File: src/rtl/sprite_sched_pkg.sv
// Shared types, default widths and helpers for the sprite ROM scheduler.
package sprite_sched_pkg;

  typedef enum logic {
    IDLE,
    BURST
  } state_e;

  localparam int unsigned DEF_N_REQ   = 4;
  localparam int unsigned DEF_ADDR_W  = 8;
  localparam int unsigned DEF_DATA_W  = 2;
  localparam int unsigned DEF_LEN_W   = 4;
  localparam int unsigned DEF_ROM_LAT = 1;

  // Requester id width; never narrower than one bit.
  function automatic int unsigned id_w(input int unsigned n);
    return (n > 1) ? $clog2(n) : 1;
  endfunction

endpackage

File: src/rtl/sprite_rom_scheduler_rr_arbiter.sv
// Combinational round-robin picker: first set request after 'last', with wrap.
module rr_arbiter
  import sprite_sched_pkg::*;
#(
  parameter int unsigned N_REQ = DEF_N_REQ,
  parameter int unsigned ID_W  = id_w(N_REQ)
) (
  input  logic [N_REQ-1:0] req,
  input  logic [ID_W-1:0]  last,
  output logic [N_REQ-1:0] grant_c,
  output logic [ID_W-1:0]  winner_c,
  output logic             any_c
);

  logic [ID_W-1:0] idx;

  always_comb begin
    grant_c  = '0;
    winner_c = '0;
    any_c    = 1'b0;
    idx      = '0;
    for (int unsigned k = 1; k <= N_REQ; k++) begin
      idx = ID_W'((32'(last) + k) % N_REQ);
      if (!any_c && req[idx]) begin
        any_c         = 1'b1;
        winner_c      = idx;
        grant_c[idx]  = 1'b1;
      end
    end
  end

endmodule

File: src/rtl/sprite_rom_scheduler.sv
// Shares one sprite ROM read port among N_REQ renderers with round-robin
// burst grants; returns ROM data tagged with owner id and last-beat flag.
module sprite_rom_scheduler
  import sprite_sched_pkg::*;
#(
  parameter int unsigned N_REQ   = DEF_N_REQ,
  parameter int unsigned ADDR_W  = DEF_ADDR_W,
  parameter int unsigned DATA_W  = DEF_DATA_W,
  parameter int unsigned LEN_W   = DEF_LEN_W,
  parameter int unsigned ROM_LAT = DEF_ROM_LAT,
  localparam int unsigned ID_W   = id_w(N_REQ)
) (
  input  logic                    vga_clk,
  input  logic                    reset_n,
  input  logic [N_REQ-1:0]        req,
  input  logic [N_REQ*ADDR_W-1:0] req_addr,
  input  logic [N_REQ*LEN_W-1:0]  req_len,
  output logic [N_REQ-1:0]        gnt,
  output logic                    busy,
  output logic                    rom_en,
  output logic [ADDR_W-1:0]       rom_address,
  input  logic [DATA_W-1:0]       rom_q,
  output logic                    rd_valid,
  output logic [ID_W-1:0]         rd_id,
  output logic [DATA_W-1:0]       rd_data,
  output logic                    rd_last
);

  localparam int unsigned TID_W = ROM_LAT * ID_W;

  state_e             state_q, state_d;
  logic [N_REQ-1:0]   gnt_q, gnt_d;
  logic               busy_q, busy_d;
  logic               rom_en_q, rom_en_d;
  logic [ADDR_W-1:0]  rom_address_q, rom_address_d;
  logic [LEN_W-1:0]   cnt_q, cnt_d;
  logic [ID_W-1:0]    owner_q, owner_d;
  logic [ID_W-1:0]    last_q, last_d;
  logic [ROM_LAT-1:0] tv_q, tv_d;
  logic [ROM_LAT-1:0] tlast_q, tlast_d;
  logic [TID_W-1:0]   tid_q, tid_d;

  logic [N_REQ-1:0]   arb_grant;
  logic [ID_W-1:0]    arb_winner;
  logic               arb_any;

  logic [ADDR_W-1:0]  addr_arr [N_REQ];
  logic [LEN_W-1:0]   len_arr  [N_REQ];

  for (genvar g = 0; g < N_REQ; g++) begin : g_unpack
    assign addr_arr[g] = req_addr[g*ADDR_W +: ADDR_W];
    assign len_arr[g]  = req_len[g*LEN_W +: LEN_W];
  end

  rr_arbiter #(
    .N_REQ (N_REQ),
    .ID_W  (ID_W)
  ) u_arb (
    .req      (req),
    .last     (last_q),
    .grant_c  (arb_grant),
    .winner_c (arb_winner),
    .any_c    (arb_any)
  );

  // Burst FSM plus the {valid, id, last} tag line that tracks ROM latency.
  always_comb begin
    state_d       = state_q;
    gnt_d         = '0;
    busy_d        = busy_q;
    rom_en_d      = rom_en_q;
    rom_address_d = rom_address_q;
    cnt_d         = cnt_q;
    owner_d       = owner_q;
    last_d        = last_q;
    case (state_q)
      IDLE: begin
        busy_d   = 1'b0;
        rom_en_d = 1'b0;
        if (arb_any) begin
          state_d       = BURST;
          gnt_d         = arb_grant;
          busy_d        = 1'b1;
          rom_en_d      = 1'b1;
          rom_address_d = addr_arr[arb_winner];
          cnt_d         = len_arr[arb_winner];
          owner_d       = arb_winner;
          last_d        = arb_winner;
        end
      end
      BURST: begin
        if (cnt_q != '0) begin
          rom_address_d = rom_address_q + ADDR_W'(1);
          cnt_d         = cnt_q - LEN_W'(1);
        end else begin
          state_d  = IDLE;
          busy_d   = 1'b0;
          rom_en_d = 1'b0;
        end
      end
      default: state_d = IDLE;
    endcase

    tv_d    = ROM_LAT'({tv_q, rom_en_q});
    tlast_d = ROM_LAT'({tlast_q, rom_en_q && (cnt_q == '0)});
    tid_d   = TID_W'({tid_q, (rom_en_q ? owner_q : ID_W'(0))});
  end

  always_ff @(posedge vga_clk) begin
    if (!reset_n) begin
      state_q       <= IDLE;
      gnt_q         <= '0;
      busy_q        <= 1'b0;
      rom_en_q      <= 1'b0;
      rom_address_q <= '0;
      cnt_q         <= '0;
      owner_q       <= '0;
      last_q        <= ID_W'(N_REQ - 1);
      tv_q          <= '0;
      tlast_q       <= '0;
      tid_q         <= '0;
    end else begin
      state_q       <= state_d;
      gnt_q         <= gnt_d;
      busy_q        <= busy_d;
      rom_en_q      <= rom_en_d;
      rom_address_q <= rom_address_d;
      cnt_q         <= cnt_d;
      owner_q       <= owner_d;
      last_q        <= last_d;
      tv_q          <= tv_d;
      tlast_q       <= tlast_d;
      tid_q         <= tid_d;
    end
  end

  assign gnt         = gnt_q;
  assign busy        = busy_q;
  assign rom_en      = rom_en_q;
  assign rom_address = rom_address_q;
  assign rd_valid    = tv_q[ROM_LAT-1];
  assign rd_last     = tlast_q[ROM_LAT-1];
  assign rd_id       = tid_q[TID_W-1 -: ID_W];
  assign rd_data     = rom_q;

endmodule

File: config.mk
export PLATFORM = sky130hd
export DESIGN_NAME = sprite_rom_scheduler
export DESIGN_NICKNAME = d
export VERILOG_FILES = /design/src/rtl/sprite_sched_pkg.sv /design/src/rtl/sprite_rom_scheduler_rr_arbiter.sv /design/src/rtl/sprite_rom_scheduler.sv
export SDC_FILE = /design/constraint.sdc
export NUM_CORES = 1
export LEC_CHECK = 0
export BUFFER_PORTS_ARGS = -buffer_cell sky130_fd_sc_hd__buf_2
export CAP_MARGIN = 0
export CORE_MARGIN = 1.5
export CORE_UTILIZATION = 35
export CTS_CLUSTER_DIAMETER = 120
export DETAILED_ROUTE_END_ITERATION = 10
export SETUP_SLACK_MARGIN = 0.3
export SLEW_MARGIN = 10
export SYNTH_ARGS = -nofsm -noshare
export SYNTH_HDL_FRONTEND = slang
export SYNTH_HIERARCHICAL = 1
export SYNTH_SLANG_ARGS = --single-unit
File: constraint.sdc
create_clock -name vga_clk -period 3.33 [get_ports vga_clk]
set_input_delay 0 -clock vga_clk [delete_from_list [all_inputs] [get_ports vga_clk]]
set_output_delay 0 -clock vga_clk [all_outputs]
set_load 0.1 [all_outputs]
Word level (Yosys, flattened, before mapping)
Cells that the tools add are included.

word-level totals
  bits in registers = 26
  latch bits = 0
  bits in writable memories = 0
  bits in read-only memories = 0
  bits of input ports = 56
  output and inout port bits = 20
  logic and storage cells = 97
  memories kept = 0

cells by class
  add/sub/neg operators = 6
  $mul = 0
  div/mod/pow operators = 0
  $lt $le $gt $ge = 9
  equal/unequal tests = 3
  shift operators = 0
  mux-type cells = 45
  bitwise logic cells = 7
  reduce and logical (&&, ||, !) cells = 17

operator list
  operator                                                            count
  2-to-1 mux 4 bit                                                    8
  2-to-1 mux 8 bit                                                    4
  binary-select mux 8 bit (select 2 bit)                              1
  case mux 8 bit (2 select lines)                                     1
  2-to-1 mux 1 bit                                                    15
  < comparator 2 x 3 -> 1 bit (second input constant)                 4
  bitwise OR 4 bit                                                    3
  adder 8 x 1 -> 8 bit (second input constant)                        1
  binary-select mux 1 bit (select 2 bit)                              4
  binary-select mux 4 bit (select 2 bit)                              1
  demux 1 bit (select 2 bit)                                          4
  greater-or-equal comparator 2 x 1 -> 1 bit (second input constant)  4
  logical AND 1 bit                                                   8
  2-to-1 mux 2 bit                                                    4
  case mux 4 bit (2 select lines)                                     1
  AND reduction 2 bit                                                 3
  adder 2 x 1 -> 2 bit (second input constant)                        2
  adder 2 bit (second input constant)                                 2
  zero test 4 bit                                                     1
  != test 2 bit (second input constant)                               2
  case mux 1 bit (2 select lines)                                     2
  nonzero test 4 bit                                                  1
  subtractor 4 x 1 -> 4 bit (second input constant)                   1
  greater-or-equal comparator 3 bit (second input constant)           1
  other kinds (5)                                                     9

Depth between registers and ports, before layout
  word-level depth = 19
  mapped depth = 12
  depth with buffers taken out = 10

Cells and area by module
Netlist, hierarchy kept.

by module, submodules not included
  module                instances  cells each  area an instance (µm²)  seq. area each (µm²)
  sprite_rom_scheduler  1          143         1483.9                  520.5
  rr_arbiter            1          68          525.5                   0.0

Least setup slack after synthesis
OpenSTA, ideal clock, no wires.

  path kind = register to register
  from = reg last_q[0]
  to = reg rom_address_q[5] (netlist: rom_address[5])
  library setup time = 0.120 ns
  arrival = 2.542 ns
  required time = 3.210 ns
  slack = 0.669 ns
  stages on the path, launching flop included = 13
  buffers on the path = 2
  period minus slack after synthesis = 2.661 ns
  cell sequence = dfxtp_1 buf_4 inv_2 ha_1 buf_6 a21oi_2 nor3_1 nor2_2 o31a_1 mux4_2 nor2_1 a41oi_1 o221a_1

between the ends
  cells in the longest elaborated chain, start to end = 19
  elaborated cells between the ends (all ways) = 34
  those cells by class = add/sub (4); eq/ne (1); mux (21); bitwise (1); reduce/logical (7)

RTL lines
  item                                                      RTL line                               source
  start: declaration                                        sprite_rom_scheduler.sv:38             logic [ID_W-1:0] last_q, last_d;
  start signal: assignment                                  sprite_rom_scheduler.sv:118            last_q <= ID_W'(N_REQ - 1);
  start signal: assignment                                  sprite_rom_scheduler.sv:130            last_q <= last_d;
  adder 2 x 1 -> 2 bit                                      sprite_rom_scheduler_rr_arbiter.sv:23  idx = ID_W'((32'(last) + k) % N_REQ);
  binary-select mux 1 bit (select 2 bit)                    sprite_rom_scheduler_rr_arbiter.sv:24  if (!any_c && req[idx]) begin
  2-to-1 mux 1 bit (not written as such)                    sprite_rom_scheduler_rr_arbiter.sv:24
  2-to-1 mux 1 bit                                          sprite_rom_scheduler_rr_arbiter.sv:24
  zero test 1 bit                                           sprite_rom_scheduler_rr_arbiter.sv:24
  logical AND 1 bit                                         sprite_rom_scheduler_rr_arbiter.sv:24
  2-to-1 mux 1 bit                                          sprite_rom_scheduler_rr_arbiter.sv:24
  zero test 1 bit                                           sprite_rom_scheduler_rr_arbiter.sv:24
  [3 not listed]                                            n/a
  logical AND 1 bit                                         sprite_rom_scheduler_rr_arbiter.sv:24
  2-to-1 mux 2 bit (*)                                      sprite_rom_scheduler_rr_arbiter.sv:24
  via arb_winner[0]                                         sprite_rom_scheduler.sv:44             logic [ID_W-1:0] arb_winner;
  inverter 2 -> 3 bit (not written as such) (*)             sprite_rom_scheduler.sv:85             rom_address_d = addr_arr[arb_winner];
  binary-select mux 8 bit (select 2 bit) (*)                sprite_rom_scheduler.sv:85
  2-to-1 mux 8 bit (not written as such) (*) (2 in series)  sprite_rom_scheduler.sv:85
  2-to-1 mux 8 bit (*)                                      sprite_rom_scheduler.sv:80             if (arb_any) begin
  case mux 8 bit (2 select lines) (*)                       sprite_rom_scheduler.sv:76             case (state_q)
  end signal: assignment                                    sprite_rom_scheduler.sv:127            rom_address_q <= rom_address_d;
  end: declaration                                          sprite_rom_scheduler.sv:35             logic [ADDR_W-1:0] rom_address_q, rom_address_d;

The timed path passes the listed nets; every way through them passes the cells marked *. The select of a mux whose other input is x is not followed.
A chain may end at the register's enable or synchronous reset.

Worst setup path in the final report
Same ends and word-level chain as after synthesis.

==> flow_summary.ini <==
[run_status]
status = finished, final reports clean

[timing]
worstMarginPinSlew_ns = 0.738
hold_viol_final = 0
hold_ws_ns = 0.0000439
setup_tns_ns = 0
skew_ns = 0.00291
layout_min_cycle_time_ns = 2.79
worst_slack_ns = 0.541
clock.fmax_mhz = 359
finalSetupViolCount = 0
slew_headroom_pct = 50.7
rsz0062_at_grt = no
slew_viol_final = 0
min_period_over_period_pct = 83.7

[place]
placed_area_sq_um = 2380
dp.cells = 345
post-place-ws_ns = 0.275
gp_congestion = 0.887
dpl.hpwl_um = 4180
port_buffers = 71

[drt]
vias = 1898
wl_met2_um = 2590
drt-initial-drc-count = 131
wl_um = 5430
via_per_inst = 5.41
drc = 0
wire_per_inst_um = 15.5
met3WireLength_um = 281
final_antenna_net_count = 0
dr.max_layer_used = met4
first_pass_iters = 4
wirelength_met1_um = 2490

[floorplanning]
ios = 76
fp.dieH_um = 78.8
dieArea_sq_um = 6200
core_sq_um = 5510
die_w_um = 78.8
rows = 27
initial_utilization_pct = 36.5

[power]
peakVddDrop_mv = 0.374
power_mw = 2.11
p_per_area_nw_per_um2 = 855
leakage_nw = 1.11

[clock_network]
numCtsBuffers = 3
cts_tree = done
htree_levels = 1
cts.sinks = 26
clk_latency_ns = 0.27
clk_pin_slew_worst_paths_ns = 0.09
cts_hold_buffers = 0
ctsLongestPathBuffers = 2
root_buffer = clkbuf_8

[grt]
antenna_found_initial = 0
grt-ovfl-total = 0
grt_pass1_vias = 1813
grt_usage_pct = 18.0
grt_first_pass_wirelength_um = 8730
grt_max_degree = 25

[synthesis]
synth_ff_type = dfxtp_1
syn-instance-count = 211
synth_most_common_cell = dfxtp_1
synth-seq-cells = 26
avgSynthCellArea_sq_um = 9.52
synth.area.top_cells = dfxtp_1, mux4_2, ha_1, mux4_1, nand2_1
synth_edf_count = 0
synth.net_count = 278
ys_top_cells_by_count = dfxtp_1, nand2_1, ha_1, nor2_1, a21oi_1
syn_area_sq_um = 2010
yosysWarnings = 6
synth_area_leader_cell = dfxtp_1
synth_top_area_share_pct = 25.9
synth_cell_type_count = 61
async_reset_ff_share_pct = 0
synth-seq-area-share_pct = 25.9

[cells_and_area]
num-fill-cells = 563
utilization_pct = 44.8
antennaDiodeCount = 0
fin_nets = 347
area_growth_pct = 22.7
layout-drive-gt1-share_pct = 38.7
instances_no_fill = 351
final_cell_area_sq_um = 2460

[worst_setup_path]
r2r_end = rom_address[5]
reg2reg_slack_ns = 0.54
crit_required_ns = 3.50
worst-setup-path-type = register to register
r2r_start = last_q[0]
start_kind = register
cp_max_fo = 9
worst-r2r-cell-count = 10
endpoint_kind = register
arrival_ns = 2.96

[hold_path]
hold_start = rom_q[0]
hold_class = input pin to output pin
min_path_cells = 0
whs_endpoint = rd_data[0]

[job]
max-cap-violations = 0
-- cells by family (layout without fill, tap and decap cells) --
group	after synthesis	in the layout	synth area share, %
buffers and inverters	23	91	7.47
and+or+nand+nor	73	73	19.2
muxes	16	16	17.6
xor gates and xnor gates	2	2	0.872
DFF	26	26	25.9
adders and majority gates	11	11	6.85
AOI/OAI and AO/OA	60	60	22.0
-- area by class of cell --
class	instances	area, sq um	area share, %
sequential	26	523	21.2
tap	72	90.1	3.65
clock inverter	1	30.0	1.22
inverter	9	33.8	1.37
clock buffer	3	41.3	1.68
timing repair buffer	78	408	16.5
multi-input combinational	162	1340	54.3
-- report_power, final --
part           leakage, nW  switching, mW  internal, mW  total (mW)
Clock               0.0357          0.100         0.161       0.261
Combinational        0.861          0.868         0.458        1.33
Sequential           0.214          0.119         0.401       0.521
-- critical path: stages (launching register included) --
cell and delay [ns]:
dfxtp_2 0.44, mux4_2 0.63, a21oi_2 0.16, nor3_1 0.06, nor2_2 0.09, o31a_1 0.20, buf_4 0.17, mux4_2 0.53
nor2_1 0.12, a41oi_1 0.06, o221a_1 0.24
-- per-layer routing --
| metal | global-route usage, % | vias to the layer above |
|---|---|---|
| li1 | - | 937 |
| met5 | 0 | - |
| met3 | 2.99 | 8 |
| met4 | 4.11 | 0 |
| met1 | 24.3 | 892 |
| met2 | 29.9 | 61 |
-- registers in the layout (all words and copies together) (netlist names), 2 cells and up --
name and flops:
rom_address 8, cnt_q 4, gnt 4, last_q 2, owner_q 2, rd_id 2
-- worst max path at each step --
stage | slack (ns) | start | end | cells past startpoint
global placement | 0.36 | last_q[0] | rom_address[7] | 10
floorplan | 0.67 | last_q[0] | rom_address[5] | 12
CTS | 0.45 | last_q[0] | rom_address[5] | 10
finish | 0.54 | last_q[0] | rom_address[5] | 10
detailed placement | 0.27 | last_q[0] | rom_address[7] | 10
global route | 0.38 | last_q[0] | rom_address[2] | 10
-- what timing repair did --
item,CTS,global route
resized for setup,0,2
setup buffers,2,0
setup endpoints to repair,2,3
-- placed cells by master, fill, tap and decap left out, drive strengths merged, types with 3 or more instances in the layout --
cell type and instances:
buf 78, dfxtp 26, nand2 25, o21ai 16, nor2 13, mux4 13, a21oi 12, ha 11
inv 9, nand3 7, and3 6, a31oi 5, a221o 4, nor3 4, a21boi 4, clkbuf 3
mux2i 3, and2 3
No activity file was read; power rests on OpenSTA's default activity.
